**src/rtl/uart_fifo_transceiver.sv**
```systemverilog
`default_nettype none
// ============================================================================
// Module : uart_fifo_transceiver
// Brief  : Parametrised full-duplex UART with TX/RX FIFOs and sticky errors.
// Rev    : 1.0
// ============================================================================
module uart_fifo_transceiver #(
    parameter int DATA_BITS  = 8,
    parameter int CLK_DIV    = 434,
    parameter int PARITY_EN  = 0,
    parameter int PARITY_ODD = 0,
    parameter int STOP_BITS  = 1,
    parameter int FIFO_DEPTH = 4
) (
    input  logic                 clk,
    input  logic                 rst_n,
    input  logic [DATA_BITS-1:0] tx_data,
    input  logic                 tx_valid,
    output logic                 tx_ready,
    output logic [DATA_BITS-1:0] rx_data,
    output logic                 rx_valid,
    input  logic                 rx_ready,
    input  logic                 err_clr,
    output logic                 err_frame,
    output logic                 err_parity,
    output logic                 err_overrun,
    output logic                 tx_busy,
    input  logic                 uart_rx,
    output logic                 uart_tx
);

    localparam int c_AW = $clog2(FIFO_DEPTH);
    localparam int c_TW = $clog2(STOP_BITS * CLK_DIV);
    localparam int c_RW = $clog2(CLK_DIV);
    localparam int c_IW = $clog2(DATA_BITS);

    localparam logic [c_AW:0]   c_FULL     = (c_AW + 1)'(FIFO_DEPTH);
    localparam logic [c_TW-1:0] c_TBIT_LD  = c_TW'(CLK_DIV - 1);
    localparam logic [c_TW-1:0] c_TSTOP_LD = c_TW'(STOP_BITS * CLK_DIV - 1);
    localparam logic [c_RW-1:0] c_RBIT_LD  = c_RW'(CLK_DIV - 1);
    localparam logic [c_RW-1:0] c_RHALF_LD = c_RW'(CLK_DIV / 2 - 1);
    localparam logic [c_IW-1:0] c_LAST     = c_IW'(DATA_BITS - 1);
    localparam logic            c_PAR      = (PARITY_EN != 0);
    localparam logic            c_ODD      = (PARITY_ODD != 0);

    typedef enum logic [2:0] {
        S_IDLE   = 3'd0,
        S_START  = 3'd1,
        S_DATA   = 3'd2,
        S_PARITY = 3'd3,
        S_STOP   = 3'd4
    } state_t;

    // ------------------------------------------------------------------ TX FIFO
    logic [DATA_BITS-1:0] r_tx_mem [FIFO_DEPTH];
    logic [c_AW-1:0]      r_tx_wr, r_tx_rd;
    logic [c_AW:0]        r_tx_cnt;
    logic                 w_tx_push, w_tx_pop, w_tx_nempty;

    assign tx_ready    = (r_tx_cnt != c_FULL);
    assign w_tx_push   = tx_valid & tx_ready;
    assign w_tx_nempty = (r_tx_cnt != '0);

    always_ff @(posedge clk or negedge rst_n) begin
        if (!rst_n) begin
            r_tx_wr  <= '0;
            r_tx_rd  <= '0;
            r_tx_cnt <= '0;
        end else begin
            if (w_tx_push) r_tx_wr <= r_tx_wr + 1'b1;
            if (w_tx_pop)  r_tx_rd <= r_tx_rd + 1'b1;
            if (w_tx_push && !w_tx_pop)      r_tx_cnt <= r_tx_cnt + 1'b1;
            else if (!w_tx_push && w_tx_pop) r_tx_cnt <= r_tx_cnt - 1'b1;
        end
    end

    always_ff @(posedge clk) begin
        if (w_tx_push) r_tx_mem[r_tx_wr] <= tx_data;
    end

    // ------------------------------------------------------------------ TX FSM
    state_t               r_tx_state, w_tx_state_n;
    logic [c_TW-1:0]      r_tx_tmr, w_tx_tmr_n;
    logic [c_IW-1:0]      r_tx_idx, w_tx_idx_n;
    logic [DATA_BITS-1:0] r_tx_shift, w_tx_shift_n;
    logic                 r_tx_par, w_tx_par_n;
    logic                 r_tx_line, w_tx_line_n;

    always_ff @(posedge clk or negedge rst_n) begin
        if (!rst_n) begin
            r_tx_state <= S_IDLE;
            r_tx_tmr   <= '0;
            r_tx_idx   <= '0;
            r_tx_shift <= '0;
            r_tx_par   <= 1'b0;
            r_tx_line  <= 1'b1;
        end else begin
            r_tx_state <= w_tx_state_n;
            r_tx_tmr   <= w_tx_tmr_n;
            r_tx_idx   <= w_tx_idx_n;
            r_tx_shift <= w_tx_shift_n;
            r_tx_par   <= w_tx_par_n;
            r_tx_line  <= w_tx_line_n;
        end
    end

    always_comb begin
        w_tx_state_n = r_tx_state;
        w_tx_tmr_n   = r_tx_tmr - 1'b1;
        w_tx_idx_n   = r_tx_idx;
        w_tx_shift_n = r_tx_shift;
        w_tx_par_n   = r_tx_par;
        w_tx_line_n  = r_tx_line;
        w_tx_pop     = 1'b0;
        case (r_tx_state)
            S_IDLE, S_STOP: begin
                // The end of STOP chains straight into the next START.
                if (r_tx_state == S_IDLE || r_tx_tmr == '0) begin
                    if (w_tx_nempty) begin
                        w_tx_pop     = 1'b1;
                        w_tx_state_n = S_START;
                        w_tx_tmr_n   = c_TBIT_LD;
                        w_tx_shift_n = r_tx_mem[r_tx_rd];
                        w_tx_par_n   = (^r_tx_mem[r_tx_rd]) ^ c_ODD;
                        w_tx_line_n  = 1'b0;
                    end else begin
                        w_tx_state_n = S_IDLE;
                        w_tx_tmr_n   = '0;
                        w_tx_line_n  = 1'b1;
                    end
                end
            end
            S_START: begin
                if (r_tx_tmr == '0) begin
                    w_tx_state_n = S_DATA;
                    w_tx_tmr_n   = c_TBIT_LD;
                    w_tx_idx_n   = '0;
                    w_tx_line_n  = r_tx_shift[0];
                end
            end
            S_DATA: begin
                if (r_tx_tmr == '0) begin
                    w_tx_tmr_n = c_TBIT_LD;
                    if (r_tx_idx != c_LAST) begin
                        w_tx_idx_n   = r_tx_idx + 1'b1;
                        w_tx_shift_n = r_tx_shift >> 1;
                        w_tx_line_n  = r_tx_shift[1];
                    end else if (c_PAR) begin
                        w_tx_state_n = S_PARITY;
                        w_tx_line_n  = r_tx_par;
                    end else begin
                        w_tx_state_n = S_STOP;
                        w_tx_tmr_n   = c_TSTOP_LD;
                        w_tx_line_n  = 1'b1;
                    end
                end
            end
            S_PARITY: begin
                if (r_tx_tmr == '0) begin
                    w_tx_state_n = S_STOP;
                    w_tx_tmr_n   = c_TSTOP_LD;
                    w_tx_line_n  = 1'b1;
                end
            end
            default: begin
                w_tx_state_n = S_IDLE;
                w_tx_line_n  = 1'b1;
            end
        endcase
    end

    assign uart_tx = r_tx_line;
    assign tx_busy = w_tx_nempty | (r_tx_state != S_IDLE);

    // ------------------------------------------------------------------ RX FSM
    logic [1:0]           r_sync;
    logic                 r_rx_prev;
    logic                 w_rx_s;
    state_t               r_rx_state, w_rx_state_n;
    logic [c_RW-1:0]      r_rx_tmr, w_rx_tmr_n;
    logic [c_IW-1:0]      r_rx_idx, w_rx_idx_n;
    logic [DATA_BITS-1:0] r_rx_shift, w_rx_shift_n;
    logic                 r_rx_par, w_rx_par_n;
    logic                 w_rx_done;

    assign w_rx_s = r_sync[1];

    always_ff @(posedge clk or negedge rst_n) begin
        if (!rst_n) begin
            r_sync     <= 2'b11;
            r_rx_prev  <= 1'b1;
            r_rx_state <= S_IDLE;
            r_rx_tmr   <= '0;
            r_rx_idx   <= '0;
            r_rx_shift <= '0;
            r_rx_par   <= 1'b0;
        end else begin
            r_sync     <= {r_sync[0], uart_rx};
            r_rx_prev  <= w_rx_s;
            r_rx_state <= w_rx_state_n;
            r_rx_tmr   <= w_rx_tmr_n;
            r_rx_idx   <= w_rx_idx_n;
            r_rx_shift <= w_rx_shift_n;
            r_rx_par   <= w_rx_par_n;
        end
    end

    always_comb begin
        w_rx_state_n = r_rx_state;
        w_rx_tmr_n   = r_rx_tmr - 1'b1;
        w_rx_idx_n   = r_rx_idx;
        w_rx_shift_n = r_rx_shift;
        w_rx_par_n   = r_rx_par;
        w_rx_done    = 1'b0;
        case (r_rx_state)
            S_IDLE: begin
                w_rx_tmr_n = '0;
                if (r_rx_prev && !w_rx_s) begin
                    w_rx_state_n = S_START;
                    w_rx_tmr_n   = c_RHALF_LD;
                end
            end
            S_START: begin
                if (r_rx_tmr == '0) begin
                    w_rx_state_n = w_rx_s ? S_IDLE : S_DATA;
                    w_rx_tmr_n   = c_RBIT_LD;
                    w_rx_idx_n   = '0;
                end
            end
            S_DATA: begin
                if (r_rx_tmr == '0) begin
                    w_rx_tmr_n   = c_RBIT_LD;
                    w_rx_shift_n = {w_rx_s, r_rx_shift[DATA_BITS-1:1]};
                    w_rx_idx_n   = r_rx_idx + 1'b1;
                    if (r_rx_idx == c_LAST) w_rx_state_n = c_PAR ? S_PARITY : S_STOP;
                end
            end
            S_PARITY: begin
                if (r_rx_tmr == '0) begin
                    w_rx_par_n   = w_rx_s;
                    w_rx_state_n = S_STOP;
                    w_rx_tmr_n   = c_RBIT_LD;
                end
            end
            S_STOP: begin
                if (r_rx_tmr == '0) begin
                    w_rx_done    = 1'b1;
                    w_rx_state_n = S_IDLE;
                end
            end
            default: w_rx_state_n = S_IDLE;
        endcase
    end

    // ------------------------------------------------------------------ RX FIFO
    logic [DATA_BITS-1:0] r_rx_mem [FIFO_DEPTH];
    logic [c_AW-1:0]      r_rx_wr, r_rx_rd;
    logic [c_AW:0]        r_rx_cnt;
    logic                 w_bad_stop, w_bad_par, w_rx_good;
    logic                 w_rx_push, w_rx_pop, w_overrun;

    assign w_bad_stop = w_rx_done & ~w_rx_s;
    assign w_bad_par  = w_rx_done & c_PAR & (r_rx_par != ((^r_rx_shift) ^ c_ODD));
    assign w_rx_good  = w_rx_done & ~w_bad_stop & ~w_bad_par;
    assign w_rx_pop   = rx_valid & rx_ready;
    // A pop in the completion cycle frees the slot for the incoming byte.
    assign w_rx_push  = w_rx_good & ((r_rx_cnt != c_FULL) | w_rx_pop);
    assign w_overrun  = w_rx_good & ~w_rx_push;

    assign rx_valid = (r_rx_cnt != '0);
    assign rx_data  = r_rx_mem[r_rx_rd];

    always_ff @(posedge clk or negedge rst_n) begin
        if (!rst_n) begin
            r_rx_wr  <= '0;
            r_rx_rd  <= '0;
            r_rx_cnt <= '0;
            for (int i = 0; i < FIFO_DEPTH; i++) r_rx_mem[i] <= '0;
        end else begin
            if (w_rx_push) begin
                r_rx_mem[r_rx_wr] <= r_rx_shift;
                r_rx_wr           <= r_rx_wr + 1'b1;
            end
            if (w_rx_pop) r_rx_rd <= r_rx_rd + 1'b1;
            if (w_rx_push && !w_rx_pop)      r_rx_cnt <= r_rx_cnt + 1'b1;
            else if (!w_rx_push && w_rx_pop) r_rx_cnt <= r_rx_cnt - 1'b1;
        end
    end

    // ------------------------------------------------------------------ Errors
    logic r_err_frame, r_err_parity, r_err_overrun;

    always_ff @(posedge clk or negedge rst_n) begin
        if (!rst_n) begin
            r_err_frame   <= 1'b0;
            r_err_parity  <= 1'b0;
            r_err_overrun <= 1'b0;
        end else begin
            r_err_frame   <= w_bad_stop | (r_err_frame   & ~err_clr);
            r_err_parity  <= w_bad_par  | (r_err_parity  & ~err_clr);
            r_err_overrun <= w_overrun  | (r_err_overrun & ~err_clr);
        end
    end

    assign err_frame   = r_err_frame;
    assign err_parity  = r_err_parity;
    assign err_overrun = r_err_overrun;

endmodule

`default_nettype wire

```
**config.mk**
```make
export PLATFORM = sky130hd
export DESIGN_NAME = uart_fifo_transceiver
export DESIGN_NICKNAME = d
export VERILOG_FILES = /design/src/rtl/uart_fifo_transceiver.sv
export SDC_FILE = /design/constraint.sdc
export NUM_CORES = 1
export LEC_CHECK = 0
export CAP_MARGIN = 10
export CORE_UTILIZATION = 55
export DETAILED_ROUTE_END_ITERATION = 6
export GPL_TIMING_DRIVEN = 1
export PLACE_DENSITY_LB_ADDON = 0.15
export SYNTH_ARGS = -nofsm -noshare
export SYNTH_HDL_FRONTEND = slang
export SYNTH_SLANG_ARGS = --single-unit
```
**constraint.sdc**
```tcl
create_clock -name clk -period 7.65 [get_ports clk]
set_clock_uncertainty 0.15 [all_clocks]
set_input_delay 0.765 -clock clk [delete_from_list [all_inputs] [get_ports clk]]
set_output_delay 0.765 -clock clk [all_outputs]
set_load 0.05 [all_outputs]
```
== After elaboration in Yosys (flattened, before gate mapping) ==
Memories as Yosys holds them, arrays and structs flattened.
Cells that the tools add are included.

* Bits in registers: 99
* Bits in latches: 0
* RAM bits: 32
* ROM bits: 0
* Input bits: 14
* Output and inout port bits: 15
* Logic and storage cells: 175
* Memories: 1

* Add/subtract/negate cells: 12
* Multiply operators: 0
* Div/mod/pow operators: 0
* $lt $le $gt $ge: 3
* Equal/unequal tests: 25
* Shift operators: 0
* Muxes and demuxes: 57
* Bitwise gates (word level): 19
* Reductions and logical operators: 34

{| class="wikitable"
|+ Memory list
! memory !! depth !! bits a word !! read ports !! clocked after Yosys merged registers in !! write ports !! RTL line !! source
|-
| r_tx_mem || 4 || 8 || 1 || 0 || 1 || 55 || <nowiki>logic [DATA_BITS-1:0] r_tx_mem [FIFO_DEPTH];</nowiki>
|}

{| class="wikitable"
|+ Operators by type and width
! operator !! number
|-
| two-way mux 8 bit || 8
|-
| two-way mux 3 bit || 19
|-
| two-way mux 9 bit || 4
|-
| case mux 9 bit (2 select lines) || 2
|-
| bitwise mux 32 bit || 1
|-
| != test 2 bit, second input constant || 13
|-
| zero test 9 bit || 2
|-
| subtractor 9 x 1 -> 9 bit, second input constant || 2
|-
| binary-select mux 8 bit (select 2 bit) || 1
|-
| demux 8 bit (select 2 bit) || 1
|-
| case mux 8 bit (2 select lines) || 1
|-
| case mux 3 bit (5 select lines) || 1
|-
| two-way mux 1 bit || 14
|-
| adder 3 x 1 -> 3 bit, second input constant || 4
|-
| == test 3 x 2 -> 1 bit, second input constant || 4
|-
| case mux 3 bit (2 select lines) || 2
|-
| case mux 3 bit (4 select lines) || 1
|-
| AND reduction 5 bit || 2
|-
| nonzero test 2 bit || 5
|-
| bitwise AND 1 bit || 9
|-
| == test 3 bit, second input constant || 3
|-
| != test 3 bit, second input constant || 3
|-
| nonzero test 3 bit || 3
|-
| adder 2 x 1 -> 2 bit, second input constant || 4
|-
| 19 further kinds || 41
|}

== Longest topological paths before layout ==
Gate-level depths: netlist of the first run.

* Word-level depth: 11
* Depth in mapped cells: 12
* Depth with buffers taken out: 11

== Worst setup path before layout of the first run ==
Ideal clock, no wire load.

* Kind: flip-flop to flip-flop
* From: register r_rx_tmr[0]
* To: register r_rx_cnt[2]
* Library setup time: 0.079 ns
* Arrival time: 2.820 ns
* Required time: 7.421 ns
* Setup slack: 4.601 ns
* Stages on the path, launching flop included: 13
* Path buffers: 1
* Period minus slack after synthesis: 3.049 ns
* Cells stage by stage: dfrtp_1 inv_1 ha_1 or4b_1 buf_2 nor3_2 and2_0 ha_1 inv_1 fa_1 xor2_1 nor2_1 xor2_1

* Word-level cells in the longest chain between the ends: 10
* Elaborated cells on any way between the ends: 12

{| class="wikitable"
|+ Ends and longest elaborated chain
! what !! RTL line !! source
|-
| start, declared || 180 || <nowiki>logic [c_RW-1:0] r_rx_tmr, w_rx_tmr_n;</nowiki>
|-
| start signal, assigned || 201 || <nowiki>r_rx_tmr <= w_rx_tmr_n;</nowiki>
|-
| zero test 9 bit * || 246 || <nowiki>if (r_rx_tmr == '0) begin</nowiki>
|-
| two-way mux 1 bit * || 246 ||
|-
| two-way mux 1 bit * || 215 || <nowiki>case (r_rx_state)</nowiki>
|-
| bitwise AND 1 bit || 262 || <nowiki>assign w_bad_stop = w_rx_done & ~w_rx_s;</nowiki>
|-
| inverter 1 bit || 264 || <nowiki>assign w_rx_good = w_rx_done & ~w_bad_stop & ~w_bad_par;</nowiki>
|-
| bitwise AND 1 bit * || 264 ||
|-
| bitwise AND 1 bit * || 267 || <nowiki>assign w_rx_push = w_rx_good & ((r_rx_cnt != c_FULL) | w_rx_pop);</nowiki>
|-
| net w_rx_push || 260 || <nowiki>logic w_rx_push, w_rx_pop, w_overrun;</nowiki>
|-
| zero test 1 bit || 286 || <nowiki>else if (!w_rx_push && w_rx_pop) r_rx_cnt <= r_rx_cnt - 1'b1;</nowiki>
|-
| logical AND 1 bit || 286 ||
|-
| nonzero test 2 bit (no source line) || - ||
|-
| end signal, assigned || 285 || <nowiki>if (w_rx_push && !w_rx_pop) r_rx_cnt <= r_rx_cnt + 1'b1;</nowiki>
|-
| end signal, assigned || 286 ||
|-
| end, declared || 258 || <nowiki>logic [c_AW:0] r_rx_cnt;</nowiki>
|}

The timed path passes the listed nets; every way through them passes the cells marked *.
A chain may end at the register's enable or synchronous reset.

== Final worst setup path of the first run ==
* From: register r_rx_rd[0]
* To: output port rx_data[7]

* Word-level cells in the longest chain between the ends: 4

{| class="wikitable"
|+ Ends and longest elaborated chain
! what !! RTL line !! source
|-
| start, declared || 257 || <nowiki>logic [c_AW-1:0] r_rx_wr, r_rx_rd;</nowiki>
|-
| start signal, assigned || 284 || <nowiki>if (w_rx_pop) r_rx_rd <= r_rx_rd + 1'b1;</nowiki>
|-
| inverter 2 -> 3 bit (implied by the code) || 271 || <nowiki>assign rx_data = r_rx_mem[r_rx_rd];</nowiki>
|-
| binary-select mux 8 bit (select 2 bit) || 271 ||
|-
| two-way mux 8 bit (implied by the code) (2 in series) || 271 ||
|-
| end, declared || 20 || <nowiki>output logic [DATA_BITS-1:0] rx_data,</nowiki>
|}

Every way passes these cells. The select of a mux whose other input is x is not followed.

==> results of run 1 <==
routing by layer:
layer | wire [µm] | up-vias
li1 | - | 1616
met1 | 4680 | 1751
met2 | 4910 | 58
met3 | 417 | 9
met4 | 108 | 0
met5 | 0 | -
layout make-up:
cell class	count	area, µm²
fill	752	3430
multi-input combinational	261	2360
inverter	14	52.6
clock inverter	15	204
clock buffer	17	414
timing repair buffer	30	295
tap	136	170
sequential	131	3440
what timing repair did:
item	4_1_cts	5_1_grt
buffers inserted	0	0
hold buffers	1	0
endpoints found under the setup margin	0	0
hold endpoints to repair	20	0
cell families after synthesis:
group | after synthesis | synth area share (%)
adders and majority gates | 21 | 4.66
AOI/OAI and AO/OA | 45 | 4.88
DFF | 131 | 58.3
buffers and inverters | 26 | 1.70
muxes | 78 | 17.9
and+or+nand+nor | 93 | 8.99
xor gates and xnor gates | 24 | 3.56
registers in the layout (all words and copies together), names as in the netlist, 3 cells and up:
signal      count
r_tx_shift      8
r_tx_mem       32
r_rx_state      3
r_rx_cnt        3
r_tx_cnt        3
r_tx_tmr        9
r_rx_mem       32
r_rx_tmr        9
r_rx_shift      8
r_tx_state      3
r_rx_idx        3
r_tx_idx        3
stage by stage:
step | utilization (%) | hold slack (ps) | area, µm² | setup WS [ps] | power [W]
2_1_floorplan | - | 195 | 5900 | 4600 | 0.00118
3_3_place_gp | 60.9 | 201 | 6310 | 4380 | 0.00127
3_5_place_dp | 60.9 | 204 | 6310 | 4280 | 0.00129
4_1_cts | 66.9 | 220 | 6940 | 4060 | 0.00213
5_1_grt | 66.9 | 223 | 6940 | 3970 | 0.00222
6_report | 66.9 | 217 | 6940 | 4120 | 0.00211
cells in the mapped netlist (all sizes together) (3+ instances only):
cell / number / share of area, %
ha: 18 / 3.8
a22oi: 3 / 0.38
nand2: 11 / 0.70
buf: 3 / 0.23
clkbuf: 9 / 0.57
or3: 3 / 0.32
nor4b: 4 / 0.59
xnor2: 18 / 2.7
and2: 3 / 0.32
and3: 5 / 0.53
dfrtp: 95 / 40
nor3: 10 / 1.1
dfstp: 4 / 1.8
mux2: 60 / 11
o21ai: 18 / 1.5
nand3: 6 / 0.85
inv: 14 / 0.89
a22o: 3 / 0.45
nor2: 27 / 1.7
xor2: 6 / 0.89
nor4: 6 / 0.64
mux4: 16 / 6.1
or4: 3 / 0.40
nor2b: 4 / 0.42
a21oi: 9 / 0.76
or2: 3 / 0.32
edfxtp: 32 / 16
power by group:
part           internal [W]  switching [W]  total (W)
combinational      0.000166       0.000179   0.000345
sequential         0.000821       0.000103   0.000923
clock              0.000533       0.000305   0.000838
total               0.00152       0.000586    0.00211
critical path, delay by kind of cell (launching register included):
kind                   cells  cell delay, ps
buffers and inverters      1             720
muxes                      1             620
DFF                        1             740
path summary, 6_finish.rpt:
| check | to | slack (ps) | cells past startpoint |
|---|---|---|---|
| max | rx_data[7] | 4120 | 2 |
| max reg2reg | r_tx_cnt[1] | 4300 | 9 |
| min | r_sync[1] | 220 | 0 |
| max in group asynchronous | r_rx_mem[20] | 5580 | 3 |
| min in group asynchronous | r_tx_tmr[2] | 530 | 2 |
| min reg2reg | r_sync[1] | 220 | 0 |
==> flow_summary.yaml, run 1 <==
flow_run:
  drv_cap: 0
synth:
  ys_dominant_reg_cell: "dfrtp_1"
  yosys_register_bits: 131
  ys_seq_area_share_pct: 58.3
  syn_inst: 418
  synth_nets: 452
  synth_enable_flop_cells: 32
  synth_cell_types: 53
  netlist_area_um2: 5900
  synth-async-reset-ratio_pct: 75.6
  yosysWarnings: 0
  synth_area_per_cell_um2: 14.1
timing:
  slew_headroom_pct: 36.3
  finalSetupViolations: 0
  drv_slew: 0
  grt_setup_unrepaired: "false"
  fin_crit_sh_pct: 46.1
  tightest_slew_ps: 955
  timing.fmax_ghz: 0.283
  setup_tns_ps: 0
  report.final.hold_viol_count: 0
  min_period_ps: 3530
place:
  dp.cells: 571
  portBuffers: 28
  place_congestion: 0.779
  hpwlAfterDp_um: 6660
worst_setup_path:
  path_max_fanout: 10
  crit_slowest_cell: "dfrtp_1"
  required_ps: 6730
  path_class: "register to primary output"
  startpoint: "r_rx_rd[0]"
  slowest_delay_ps: 740
  worstSetupStartpointType: "register"
  path_cells: "mux4_2, clkdlybuf4s50_1"
  r2r_start: "r_tx_tmr[0]"
  worstPathArrival_ps: 2620
  setup.worst_path.end_class: "primary output"
clocking:
  cts-root-buf: "clkbuf_8"
  cts.reportedPaths.clkPinSlew_ps: 60
  clock_latency_ps: 530
  clock_sinks: 131
  clockBufferDepth: 2
  cts_buffers: 17
  cts_tree: "yes"
  htree_levels: 4
  cts.repair.resized: 0
final_layout:
  final_common_cell: "dfrtp_1"
  layout.cells.most_common_list: "dfrtp_1 (95), mux2_2 (60), edfxtp_1 (32)"
  drive_gt1_share_pct: 26.9
  fin_cells: 604
  antenna_cells: 0
  area_growth_syn_to_layout_pct: 17.5
  nNetsFinal: 489
routing:
  ant_nets: 0
  routed_wl_um: 10100
  avgViaCountPerCell: 5.69
  drc: 0
  routedWlPerCell_um: 16.7
  dr.pass1.iters: 4
  drt-initial-drc-count: 124
  dr_total_vias: 3434
floorplanning:
  rows: 37
  core-area_um2: 10400
  die_y_um: 106
  dieArea_um2: 11200
  io_pins: 29
  initial_core_util_pct: 56.9
  dieWidth_um: 106
global_route:
  top_usage_layer: "met2"
  gr-usage-all-layers_pct: 20.6
  grtUsageMet3_pct: 6.49
  grt_max_degree: 79
  grt_antenna_before_repair: 0
  overflow: 0
  grt_pass1_vias: 3496
  grt_first_pass_wirelength_um: 17300
  grt.met1_usage_pct: 28.3
  gr-usage-met2_pct: 31.1
hold_path:
  worstHoldStart: "r_sync[0]"
  hp-class: "register to register"
pwr:
  ir_drop_mv: 0.201
  p_leak_nw: 2.97
  powerDensity_nw_per_um2: 304
status:
  outcome: "finished clean"
No activity file was read; power rests on OpenSTA's default activity.
==> inputs of run 2 (changes only) <==
==> constraint.sdc (replaced) <==
create_clock -name clk -period 3.4 [get_ports clk]
set_clock_uncertainty 0.15 [all_clocks]
set_input_delay 0.34 -clock clk [delete_from_list [all_inputs] [get_ports clk]]
set_output_delay 0.34 -clock clk [all_outputs]
set_load 0.05 [all_outputs]
==> run 2 against run 1 <==
Effect of this change: count of clock-buffer cells in the layout rose by 1; final area fell by 1.0%; final cell count rose by 0.33%; critical path type unchanged.
==> flow_summary.yaml, run 2 (synthesis gave the netlist of run 1 again) <==
worst_setup_path:
  worstRegToRegCells: 11
  setup.worst_path.end_class: "primary output"
  r2r_start: "r_rx_tmr[0]"
  required_ps: 2910
  r2r_end: "r_rx_cnt[2]"
  crit_slowest_cell: "clkdlybuf4s50_1"
  path_delay_family: "buffers and inverters"
  path_depth: 2
  worstPathArrival_ps: 2570
  crit_path_end: "rx_data[7]"
  startpoint: "r_rx_rd[0]"
  path_class: "register to primary output"
  path_cells: "mux4_2, clkdlybuf4s50_1"
  critPathBufInv: 1
  r2r_setup_slack_ps: 390
  slowest_delay_ps: 730
  worstSetupStartpointType: "register"
  path_max_fanout: 10
final_layout:
  drive_gt1_share_pct: 27.0
  layout.cells.most_common_list: "dfrtp_1 (95), mux2_2 (60), edfxtp_1 (32)"
  reg_top3: "r_rx_mem x32, r_tx_mem x32"
  final_core_util_pct: 66.2
  antenna_cells: 0
  fin_cells: 606
  area_growth_syn_to_layout_pct: 16.3
  nNetsFinal: 491
  final_common_cell: "dfrtp_1"
floorplanning:
  rows: 37
  die_y_um: 106
  dieWidth_um: 106
  core-area_um2: 10400
  io_pins: 29
  initial_core_util_pct: 56.9
  dieArea_um2: 11200
clocking:
  post-cts-setup-buffers: 0
  cts_hold_buf: 1
  htree_levels: 4
  clockBufferDepth: 2
  cts_tree: "yes"
  clock_sinks: 131
  clock_latency_ps: 520
  cts.repair.resized: 0
  cts-root-buf: "clkbuf_8"
  cts_buffers: 17
  cts.reportedPaths.clkPinSlew_ps: 60
routing:
  dr.pass1.iters: 4
  routed_wl_um: 9940
  drc: 0
  routedWlPerCell_um: 16.4
  avgViaCountPerCell: 5.62
  drt-initial-drc-count: 140
  dr_total_vias: 3407
  ant_nets: 0
place:
  hpwlAfterDp_um: 6640
  dp.cells: 573
  portBuffers: 28
  place_congestion: 0.776
pwr:
  ir_drop_mv: 0.530
  p_total_w: 0.00447
  powerDensity_nw_per_um2: 651
  p_leak_nw: 2.95
hold_path:
  hp-class: "primary input to register"
timing:
  slew_headroom_pct: 28.8
  tightest_slew_ps: 1070
  holdWs_ps: 78.7
  setup_tns_ps: 0
  fin_crit_sh_pct: 90.1
  timing.fmax_ghz: 0.326
  report.final.hold_viol_count: 0
  min_period_ps: 3060
  grt_setup_unrepaired: "false"
  finalSetupViolations: 0
  drv_slew: 0
global_route:
  gr-usage-all-layers_pct: 20.2
  grt_pass1_vias: 3495
  grt_first_pass_wirelength_um: 16800
  grt_max_degree: 86
  grt_antenna_before_repair: 0
  overflow: 0
flow_run:
  drv_cap: 0
status:
  outcome: "finished clean"
run 2: cell types whose count changed in the layout (fill, tap and decap cells not counted), moves of 2 or more:
cell and delta:
clkinv_2 +4, bufinv_16 -3, buf_4 +2, inv_6 -2
run 2: routing by layer:
| metal | vias to the layer above | track usage, % | part of all wire [%] |
|---|---|---|---|
| met3 | 13 | 5.75 | 3.1 |
| li1 | 1624 | - | - |
| met4 | 0 | 9.23 | 1.8 |
| met2 | 59 | 31.8 | 47 |
| met1 | 1711 | 26.3 | 48 |
| met5 | - | 0 | 0 |
run 2: worst min-delay path by stage:
| stage | start | end | slack (ps) | cells after the start |
|---|---|---|---|---|
| global route | uart_rx | r_sync[0] | 50 | 1 |
| CTS | uart_rx | r_sync[0] | 50 | 1 |
| floorplan | rst_n | err_frame | -110 | 0 |
| global placement | r_sync[0] | r_sync[1] | 200 | 0 |
| detailed placement | r_sync[0] | r_sync[1] | 200 | 0 |
| finish | uart_rx | r_sync[0] | 80 | 1 |
run 2: final cells by class:
type | instances | area (µm²)
timing repair buffer | 32 | 310
sequential | 131 | 3440
clock buffer | 18 | 418
multi-input combinational | 261 | 2360
fill | 767 | 3500
clock inverter | 14 | 114
inverter | 14 | 52.6
tap | 136 | 170
run 2: per-stage QoR:
step	cell area, µm²	worst slack (ps)
6_report	6870	335
5_1_grt	6870	173
4_1_cts	6870	248
3_5_place_dp	6330	405
3_3_place_gp	6330	510
2_1_floorplan	5900	351
run 2: power by group:
group | total (W) | switching [W] | internal (W)
sequential | 0.00208 | 0.000230 | 0.00185
clock | 0.00162 | 0.000653 | 0.000962
combinational | 0.000780 | 0.000405 | 0.000375
total | 0.00447 | 0.00129 | 0.00318
==> inputs of run 3 (changes only) <==
--- a/config.mk
+++ b/config.mk
@@ -8,7 +8,6 @@
 export CAP_MARGIN = 10
 export CORE_UTILIZATION = 55
 export DETAILED_ROUTE_END_ITERATION = 6
-export GPL_TIMING_DRIVEN = 1
 export PLACE_DENSITY_LB_ADDON = 0.15
 export SYNTH_ARGS = -nofsm -noshare
 export SYNTH_HDL_FRONTEND = slang
==> results of run 3 <==
No change in the layout: final DEF, timing and power equal those of run 2.
